### src/rtl/pixel_block_buffer_pkg.sv
// Shared defaults, error-bit indices and a constant clog2 for the pixel block buffer slice.
package pixel_block_buffer_pkg;

    localparam int unsigned DefPixW   = 8;
    localparam int unsigned DefBlkDim = 8;
    localparam int unsigned DefWordW  = 32;

    localparam int unsigned ErrSobDrop  = 0;
    localparam int unsigned ErrAckEmpty = 1;

    function automatic int unsigned clog2(input int unsigned v);
        int unsigned r;
        r = 0;
        while ((64'd1 << r) < 64'(v)) begin
            r++;
        end
        return r;
    endfunction

endpackage

### src/rtl/pixel_block_buffer_word_assembler.sv
// Packs PPW pixels MSB-first into one line word; word_done_o strobes on the last pixel of a word.
module pixel_word_assembler
    import pixel_block_buffer_pkg::*;
#(
    parameter int unsigned PIX_W = DefPixW,
    parameter int unsigned PPW   = DefWordW / DefPixW,
    localparam int unsigned WORD_W = PIX_W * PPW,
    localparam int unsigned CW     = (PPW > 1) ? clog2(PPW) : 1
) (
    input  logic              clk_i,
    input  logic              reset_i,
    input  logic              shift_i,
    input  logic              restart_i,
    input  logic [PIX_W-1:0]  pix_i,
    output logic [WORD_W-1:0] word_o,
    output logic              word_done_o
);

    logic [CW-1:0] cnt_q;
    logic [CW-1:0] cnt_eff;

    // A restart makes the incoming pixel the first of a fresh word.
    assign cnt_eff     = restart_i ? '0 : cnt_q;
    assign word_done_o = shift_i & (cnt_eff == CW'(PPW - 1));

    always_ff @(posedge clk_i) begin
        if (reset_i) begin
            cnt_q <= '0;
        end else if (shift_i) begin
            cnt_q <= word_done_o ? '0 : cnt_eff + 1'b1;
        end
    end

    if (PPW == 1) begin : g_single
        assign word_o = pix_i;
    end else begin : g_multi
        logic [WORD_W-PIX_W-1:0] asm_q;

        assign word_o = {asm_q, pix_i};

        always_ff @(posedge clk_i) begin
            if (reset_i) begin
                asm_q <= '0;
            end else if (shift_i) begin
                asm_q <= word_o[WORD_W-PIX_W-1:0];
            end
        end
    end

endmodule

### src/rtl/pixel_block_buffer.sv
// Double-buffered pixel block buffer: raster pixels in, packed block words read out by address.
module pixel_block_buffer
    import pixel_block_buffer_pkg::*;
#(
    parameter int unsigned PIX_W   = DefPixW,
    parameter int unsigned BLK_DIM = DefBlkDim,
    parameter int unsigned WORD_W  = DefWordW,
    localparam int unsigned PPW  = WORD_W / PIX_W,
    localparam int unsigned NPIX = BLK_DIM * BLK_DIM,
    localparam int unsigned WPB  = NPIX / PPW,
    localparam int unsigned AW   = (WPB > 1) ? clog2(WPB) : 1,
    localparam int unsigned IW   = (NPIX > 1) ? clog2(NPIX) : 1
) (
    input  logic              clk_i,
    input  logic              reset_i,
    input  logic              pix_valid_i,
    output logic              pix_ready_o,
    input  logic [PIX_W-1:0]  pix_data_i,
    input  logic              pix_sob_i,
    output logic              blk_valid_o,
    input  logic [AW-1:0]     rd_addr_i,
    output logic [WORD_W-1:0] rd_data_o,
    input  logic              blk_ack_i,
    output logic [15:0]       blk_cnt_o,
    output logic [1:0]        err_sticky_o
);

    logic [1:0]        full_q, full_d;
    logic              wr_bank_q, rd_bank_q;
    logic [IW-1:0]     pix_idx_q, eff_idx;
    logic [AW-1:0]     wr_word_q, cur_word;
    logic [15:0]       blk_cnt_q;
    logic [1:0]        err_q;
    logic [WORD_W-1:0] rd_data_q;
    logic [WORD_W-1:0] mem_q [2*WPB];

    logic              accept, restart, blk_last, ack_ok, ack_bad;
    logic [WORD_W-1:0] asm_word;
    logic              word_done;

    assign pix_ready_o  = ~full_q[wr_bank_q];
    assign blk_valid_o  = full_q[rd_bank_q];
    assign rd_data_o    = rd_data_q;
    assign blk_cnt_o    = blk_cnt_q;
    assign err_sticky_o = err_q;

    assign accept   = pix_valid_i & pix_ready_o;
    // A start-of-block mid-block drops the partial block and restarts at pixel 0.
    assign restart  = accept & pix_sob_i & (pix_idx_q != '0);
    assign eff_idx  = restart ? '0 : pix_idx_q;
    assign cur_word = restart ? '0 : wr_word_q;
    assign blk_last = accept & (eff_idx == IW'(NPIX - 1));
    assign ack_ok   = blk_ack_i & blk_valid_o;
    assign ack_bad  = blk_ack_i & ~blk_valid_o;

    pixel_word_assembler #(
        .PIX_W (PIX_W),
        .PPW   (PPW)
    ) u_asm (
        .clk_i       (clk_i),
        .reset_i     (reset_i),
        .shift_i     (accept),
        .restart_i   (restart),
        .pix_i       (pix_data_i),
        .word_o      (asm_word),
        .word_done_o (word_done)
    );

    // Completion and ack always target different banks, so both updates can apply.
    always_comb begin
        full_d = full_q;
        if (ack_ok) begin
            full_d[rd_bank_q] = 1'b0;
        end
        if (blk_last) begin
            full_d[wr_bank_q] = 1'b1;
        end
    end

    always_ff @(posedge clk_i) begin
        if (reset_i) begin
            full_q    <= '0;
            wr_bank_q <= 1'b0;
            rd_bank_q <= 1'b0;
            pix_idx_q <= '0;
            wr_word_q <= '0;
            blk_cnt_q <= '0;
            err_q     <= '0;
            rd_data_q <= '0;
        end else begin
            full_q    <= full_d;
            rd_data_q <= mem_q[{rd_bank_q, rd_addr_i}];
            if (blk_last) begin
                wr_bank_q <= ~wr_bank_q;
                pix_idx_q <= '0;
                wr_word_q <= '0;
                blk_cnt_q <= blk_cnt_q + 16'd1;
            end else if (accept) begin
                pix_idx_q <= eff_idx + 1'b1;
                if (word_done) begin
                    wr_word_q <= cur_word + 1'b1;
                end else if (restart) begin
                    wr_word_q <= '0;
                end
            end
            if (ack_ok) begin
                rd_bank_q <= ~rd_bank_q;
            end
            if (restart) begin
                err_q[ErrSobDrop] <= 1'b1;
            end
            if (ack_bad) begin
                err_q[ErrAckEmpty] <= 1'b1;
            end
        end
    end

    // Kept free of reset so the array maps onto a simple dual-port RAM.
    always_ff @(posedge clk_i) begin
        if (word_done && !reset_i) begin
            mem_q[{wr_bank_q, cur_word}] <= asm_word;
        end
    end

endmodule

### config.mk
export PLATFORM = sky130hd
export DESIGN_NAME = pixel_block_buffer
export DESIGN_NICKNAME = d
export VERILOG_FILES = /design/src/rtl/pixel_block_buffer_pkg.sv /design/src/rtl/pixel_block_buffer_word_assembler.sv /design/src/rtl/pixel_block_buffer.sv
export SDC_FILE = /design/constraint.sdc
export NUM_CORES = 1
export LEC_CHECK = 0
export CAP_MARGIN = 30
export CORE_MARGIN = 8
export CORE_UTILIZATION = 60
export CTS_BUF_LIST = sky130_fd_sc_hd__clkbuf_8 sky130_fd_sc_hd__clkbuf_16
export CTS_CLUSTER_SIZE = 12
export DETAILED_ROUTE_END_ITERATION = 10
export DONT_BUFFER_PORTS = 1
export PLACE_DENSITY = 0.76
export SLEW_MARGIN = 20
export SYNTH_ARGS = -nofsm -noshare
export SYNTH_HDL_FRONTEND = slang
export SYNTH_SLANG_ARGS = --single-unit
### constraint.sdc
create_clock -name clk_i -period 11.7 [get_ports clk_i]
set_clock_uncertainty 0.05 [all_clocks]
set_input_delay 1.755 -clock clk_i [delete_from_list [all_inputs] [get_ports clk_i]]
set_output_delay 1.755 -clock clk_i [all_outputs]
set_load 0.005 [all_outputs]
======== Word-level counts from Yosys, hierarchy flattened ========
Memories as Yosys holds them, arrays and structs flattened. A register that Yosys moved wholly into a read port is not among the register bits.
Cells that the tools add are included.
storage, ports and cells
  bits in registers ....................... 58
  latch bits .............................. 0
  bits in writable memories ............... 1,024
  bits in read-only memories .............. 0
  input port bits ......................... 17
  output and inout port bits .............. 52
  logic and storage cells ................. 58
  memories kept ........................... 1
cells by class
  add/sub/neg operators ................... 4
  multiply operators ...................... 0
  div/mod/pow operators ................... 0
  magnitude comparators ................... 4
  equality and inequality tests ........... 2
  shift operators ......................... 0
  mux-type cells .......................... 17
  bitwise operators ....................... 14
  reduce and logical (&&, ||, !) cells .... 6
memory list
  memory  words  width  read ports  clocked after Yosys merged registers in  wr ports  line                      text
  mem_q   32     32     1           1                                        1         pixel_block_buffer.sv:35  logic [WORD_W-1:0] mem_q [2*WPB];
operators by type and width
  cell                                                        number
  adder 16 x 1 -> 16 bit, second input constant               1
  two-way mux 1 bit                                           8
  two-way mux 2 bit                                           4
  two-way mux 4 bit                                           2
  bitwise AND 1 bit                                           7
  adder 6 x 1 -> 6 bit, second input constant                 1
  equality test 6 bit, second input constant                  1
  two-way mux 6 bit                                           1
  nonzero test 6 bit                                          1
  adder 4 x 1 -> 4 bit, second input constant                 1
  less-than comparator 1 x 2 -> 1 bit, second input constant  2
  NOT 1 bit                                                   4
  logical AND 1 bit                                           3
  adder 2 x 1 -> 2 bit, second input constant                 1
  bitwise AND 2 bit                                           1
  demux 1 bit (select 1 bit)                                  2
  equality test 2 bit, second input constant                  1
  greater-or-equal comparator 1 bit, second input constant    2
  NOT 2 bit                                                   1
  bitwise OR 2 bit                                            1
  OR reduction 2 bit                                          1
  zero test 1 bit                                             1

======== Longest topological paths before layout ========
  word-level depth ........................ 12
  gate-level depth with buffers ........... 11
  mapped depth without buffers ............ 9

======== Modules after synthesis ========
Synthesis repeated with hierarchy kept, for this count alone.
unflattened totals
  cell total of the unflattened synthesis .. 1,966
  area total of the unflattened synthesis .. 42,550.8 µm²
modules (own cells, without submodules)
  module                instances  cells an instance  area an instance (µm²)  seq. area each (µm²)
  pixel_block_buffer    1          1,867              41,482.3                32,030.7
  pixel_word_assembler  1          99                 1,068.5                 520.5

======== Worst setup path before layout ========
Ideal clock, no wire load.
  path kind ............................... input to register
  start ................................... in pix_sob_i
  end ..................................... mem mem_q[12][0] (netlist bit), enable pin
  setup time .............................. 0.421 ns
  arrival ................................. 4.447 ns
  required time ........................... 11.229 ns
  setup slack ............................. 6.782 ns
  cell stages on the path ................. 8
  path buffers ............................ 1
  cell sequence ........................... o2111ai_2 > buf_2 > and2_1 > ha_1 > nand3_1 > nor2_1 > nand3_1 > nor2_1
on the way
  word-level cells in the longest chain between the ends .. 8
  elaborated cells between the ends (all ways) .. 9
  those cells by class .................... eq/ne (1); mux (4); bitwise (3); reduce/logical (1)
ends and longest elaborated chain
  what                                     line                                     text
  from (decl)                              pixel_block_buffer.sv:19                 input logic pix_sob_i,
  bitwise AND 1 bit * (2 in a row)         pixel_block_buffer.sv:49                 assign restart = accept & pix_sob_i & (pix_idx_q != '0);
  two-way mux 2 bit                        pixel_block_buffer_word_assembler.sv:23  assign cnt_eff = restart_i ? '0 : cnt_q;
  equality test 2 bit                      pixel_block_buffer_word_assembler.sv:24  assign word_done_o = shift_i & (cnt_eff == CW'(PPW - 1));
  bitwise AND 1 bit                        pixel_block_buffer_word_assembler.sv:24
  logical AND 1 bit                        pixel_block_buffer.sv:120                if (word_done && !reset_i) begin
  two-way mux 1 bit                        pixel_block_buffer.sv:120
  two-way mux 1 bit (not written as such)  pixel_block_buffer.sv:121                mem_q[{wr_bank_q, cur_word}] <= asm_word;
  to (decl)                                pixel_block_buffer.sv:35
Every way passes the cells marked *; elsewhere a longest branch is shown, timed or not.

======== Worst setup path in the final report ========
  start ................................... reg pix_idx_q[0]
  end ..................................... mem mem_q[14][2] (netlist bit), enable pin
on the way
  word-level cells in the longest chain between the ends .. 8
  elaborated cells between the ends (all ways) .. 9
  those cells by class .................... eq/ne (1); mux (4); bitwise (2); reduce/logical (2)
ends and longest elaborated chain
  what                                     line                                     text
  from (decl)                              pixel_block_buffer.sv:30                 logic [IW-1:0] pix_idx_q, eff_idx;
  from (signal assigned)                   pixel_block_buffer.sv:99                 pix_idx_q <= eff_idx + 1'b1;
  nonzero test 6 bit *                     pixel_block_buffer.sv:49
  bitwise AND 1 bit *                      pixel_block_buffer.sv:49
  two-way mux 2 bit                        pixel_block_buffer_word_assembler.sv:23
  equality test 2 bit                      pixel_block_buffer_word_assembler.sv:24
  bitwise AND 1 bit                        pixel_block_buffer_word_assembler.sv:24
  logical AND 1 bit                        pixel_block_buffer.sv:120
  two-way mux 1 bit                        pixel_block_buffer.sv:120
  two-way mux 1 bit (not written as such)  pixel_block_buffer.sv:121
Marked as above.

==> impl_metrics.toml <==
[run_status]
status = "finished clean"

[timing]
setup_total_negative_slack_ps = 0
max_transition_margin = 0.324
post_layout_min_period_ps = 4610
maxClockFrequency_ghz = 0.217
setup_viol = 0
maxSlewViolCount = 0
worst-slew-pin-transition_ps = 1010
final.period_utilization = 0.394
finalHoldViolCount = 0
rsz0062_at_grt = "no"

[synth]
ys_async_sr_fraction = 0
commonest_cells_in_the_netlist = "sky130_fd_sc_hd__edfxtp_1 (1024), sky130_fd_sc_hd__mux4_2 (256), sky130_fd_sc_hd__nand2_1 (91)"
synth.top_cells.by_area = "sky130_fd_sc_hd__edfxtp_1 (72%), sky130_fd_sc_hd__mux4_2 (14%), sky130_fd_sc_hd__dfxtp_1 (4.2%), sky130_fd_sc_hd__mux2i_1 (1.8%), sky130_fd_sc_hd__nand2_1 (0.80%)"
library_cell_with_the_highest_instance_count_after_synthesis = "sky130_fd_sc_hd__edfxtp_1"
seq_area_frac_synth = 0.765
synthesis.area_um2 = 42500
post-synth-top-area-cell = "sky130_fd_sc_hd__edfxtp_1"
synth_area_per_cell_um2 = 21.4
synth.net_count = 2008
ys.flop_type = "sky130_fd_sc_hd__edfxtp_1"
yosysWarnings = 0
syn_inst = 1984
netlist-cell-type-count = 52
ys_seq_elements = 1114
synth.top_cell.area_share = 0.723
number_of_enable_flip_flop_cells_after_synthesis = 1024

[finish]
finalNetCount = 2057
n_fill_cell = 4245
post_route_cells_drive_above_1_share = 0.247
layout-area-overhead-vs-synth_pct = 11.4

[cts]
htree_num_levels = 3
cts.hold.buffers_added = 0
clk_latency_ps = 670
clk_transition_reported_paths_ps = 60
tritoncts = "done"
cts.sink_count = 1114
cts_post_setup_buffers_inserted = 0
numCtsBuffers = 108
root_buffer = "sky130_fd_sc_hd__clkbuf_16"
clock_path_buffers = 3
ctsResizeCount = 0

[floorplanning]
start_util = 0.606
floorplan.die.width_um = 282
num_io_pins = 69
dieHeight_um = 282
fp.coreArea_um2 = 70100
dieArea_um2 = 79700
num_rows = 97

[worst_setup_path]
cp_max_stage_cell = "sky130_fd_sc_hd__nor2_4"
path_class = "register to register"
worst_path_largest_cell_delay_ps = 840
worstSetupStartpointType = "register"
critPathBufInv = 1
cp_cell_sequence = "or4_1 > o2111ai_2 > and2_1 > ha_1 > nand3_1 > nor2_1 > nand3_1 > nor2_4 > buf_8"
cell_family_contributing_the_most_delay_on_the_critical_path = "simple AND/OR/NAND/NOR gates"
critPathCaptureType = "register"
critical_path.startpoint = "pix_idx_q[0]$_SDFFE_PP0N_"
cp_max_fo = 20
path_common_cell = "sky130_fd_sc_hd__nand3_1"
cp_data_arrival_time_ps = 4930
rr_startpoint = "pix_idx_q[0]$_SDFFE_PP0N_"
worstPathRequired_ps = 12010

[grt]
grtUsageMet1 = 0.342
globalRouteMet3Util = 0.0513
grt_max_degree = 257
grt_first_pass_wirelength_mm = 147
via_count_of_the_first_global_routing_pass = 21000
global_route.usage.met2 = 0.418
number_of_antenna_violations_at_the_first_check_in_global_routing = 4
grt_use_total = 0.259
grt_most_used_layer = "met2"
gr-total-overflow = 0

[power]
power.leakage_uw = 0.0145
post-layout-total-power_uw = 7730
power.density_nw_per_um2 = 163
ir_drop_v = 0.0000969

[placed_design]
hpwl_mm = 59.8
gp_congestion = 0.844
buffer_ports.inserted = 0

[job]
max_capacitance_violation_total = 0

[routing]
via_count = 20400
drt.antenna.violating_nets = 0
drcViolationCount = 0
first_pass_drt_iterations = 6
detail_route.wl_per_cell_um = 33.2
drtIter0Drc = 2664
postRouteWirelength_mm = 102
drt-vias-per-instance = 6.65

[worst_hold_path]
hold_path.startpoint = "u_asm.g_multi.asm_q[8]$_SDFFE_PP0N_"
hold_path_class = "register to register"
cell type report:
class	instances	area, um2	area share
timing repair buffer	51	948	0.0200
inverter	7	26.3	0.000555
sequential	1114	32600	0.687
antenna	2	5.00	0.000106
clock buffer	120	2880	0.0608
clock inverter	81	340	0.00718
tap	940	1180	0.0248
multi-input combinational	751	9430	0.199
placed cells by master, fill, tap and decap left out, types with 7 or more instances in the layout:
| master | Yosys | layout |
|---|---|---|
| sky130_fd_sc_hd__a21oi_1 | 43 | 43 |
| sky130_fd_sc_hd__a221o_1 | 32 | 32 |
| sky130_fd_sc_hd__a221oi_2 | 10 | 10 |
| sky130_fd_sc_hd__a22oi_1 | 23 | 23 |
| sky130_fd_sc_hd__a31oi_1 | 23 | 23 |
| sky130_fd_sc_hd__and2_1 | 7 | 7 |
| sky130_fd_sc_hd__buf_16 | 0 | 23 |
| sky130_fd_sc_hd__buf_4 | 7 | 18 |
| sky130_fd_sc_hd__clkbuf_16 | 0 | 109 |
| sky130_fd_sc_hd__clkbuf_8 | 0 | 11 |
| sky130_fd_sc_hd__clkinv_1 | 0 | 8 |
| sky130_fd_sc_hd__dfxtp_1 | 90 | 79 |
| sky130_fd_sc_hd__dfxtp_2 | 0 | 11 |
| sky130_fd_sc_hd__edfxtp_1 | 1024 | 1024 |
| sky130_fd_sc_hd__ha_1 | 7 | 7 |
| sky130_fd_sc_hd__inv_1 | 7 | 69 |
| sky130_fd_sc_hd__mux2_2 | 23 | 23 |
| sky130_fd_sc_hd__mux2i_1 | 76 | 76 |
| sky130_fd_sc_hd__mux4_2 | 256 | 256 |
| sky130_fd_sc_hd__nand2_1 | 91 | 91 |
| sky130_fd_sc_hd__nand3_1 | 12 | 12 |
| sky130_fd_sc_hd__nor2_1 | 75 | 41 |
| sky130_fd_sc_hd__nor2_4 | 0 | 33 |
| sky130_fd_sc_hd__nor4_1 | 9 | 9 |
| sky130_fd_sc_hd__xnor2_1 | 16 | 16 |
cell families after synthesis:
family | after synthesis | synth area share
and+or+nand+nor | 223 | 0.0235
DFF | 1114 | 0.765
AOI/OAI and AO/OA | 144 | 0.0257
xor gates and xnor gates | 21 | 0.00432
buffers and inverters | 119 | 0.0189
adders and majority gates | 7 | 0.00206
muxes | 356 | 0.160
sequential cells by signal, summed over array words and instances (netlist names):
register             flops
wr_bank_q                1
u_asm.cnt_q              2
full_q                   2
pix_idx_q                6
err_sticky_o             2
mem_q                 1024
rd_data_o               32
u_asm.g_multi.asm_q     24
rd_bank_q                1
blk_cnt_o               16
wr_word_q                4
routing by layer:
metal,up-vias,routed length (um)
li1,8335,-
met1,10700,36500
met2,1163,50100
met3,192,10100
met4,0,5160
met5,-,0
tightest hold or removal path, cell delays in order (launching register included):
cell	delay (ps)
sky130_fd_sc_hd__dfxtp_1	310
sky130_fd_sc_hd__nand2_1	50
sky130_fd_sc_hd__a21oi_1	60
power breakdown:
| group | switching, uW | leakage, uW | internal (uW) | total, uW |
|---|---|---|---|---|
| Combinational | 100 | 0.00320 | 103 | 203 |
| Clock | 1420 | 0.00181 | 1750 | 3170 |
| Sequential | 26.7 | 0.00951 | 4340 | 4360 |
| Total | 1550 | 0.0145 | 6190 | 7730 |
through the flow:
step	area, um2	hold WS (ps)	setup slack, ps	std cells	util
6_report	47400	414	7090	3066	0.675
5_1_grt	47400	430	6870	3064	0.675
4_1_cts	47400	410	7140	3064	0.675
3_5_place_dp	44100	399	6630	2863	0.629
3_3_place_gp	43300	386	6540	2830	0.618
2_1_floorplan	42500	377	6780	1984	-
path summary, 6_finish.rpt:
kind | end | slack, ps | depth (start not counted)
worst max-delay path | mem_q[14][2]$_DFFE_PP_ | 7090 | 9
worst min-delay path | u_asm.g_multi.asm_q[8]$_SDFFE_PP0N_ | 410 | 2
worst max register to register | mem_q[14][2]$_DFFE_PP_ | 7090 | 9
worst min register to register | u_asm.g_multi.asm_q[8]$_SDFFE_PP0N_ | 410 | 2
Note: power is estimated with default switching activity, not from simulation.
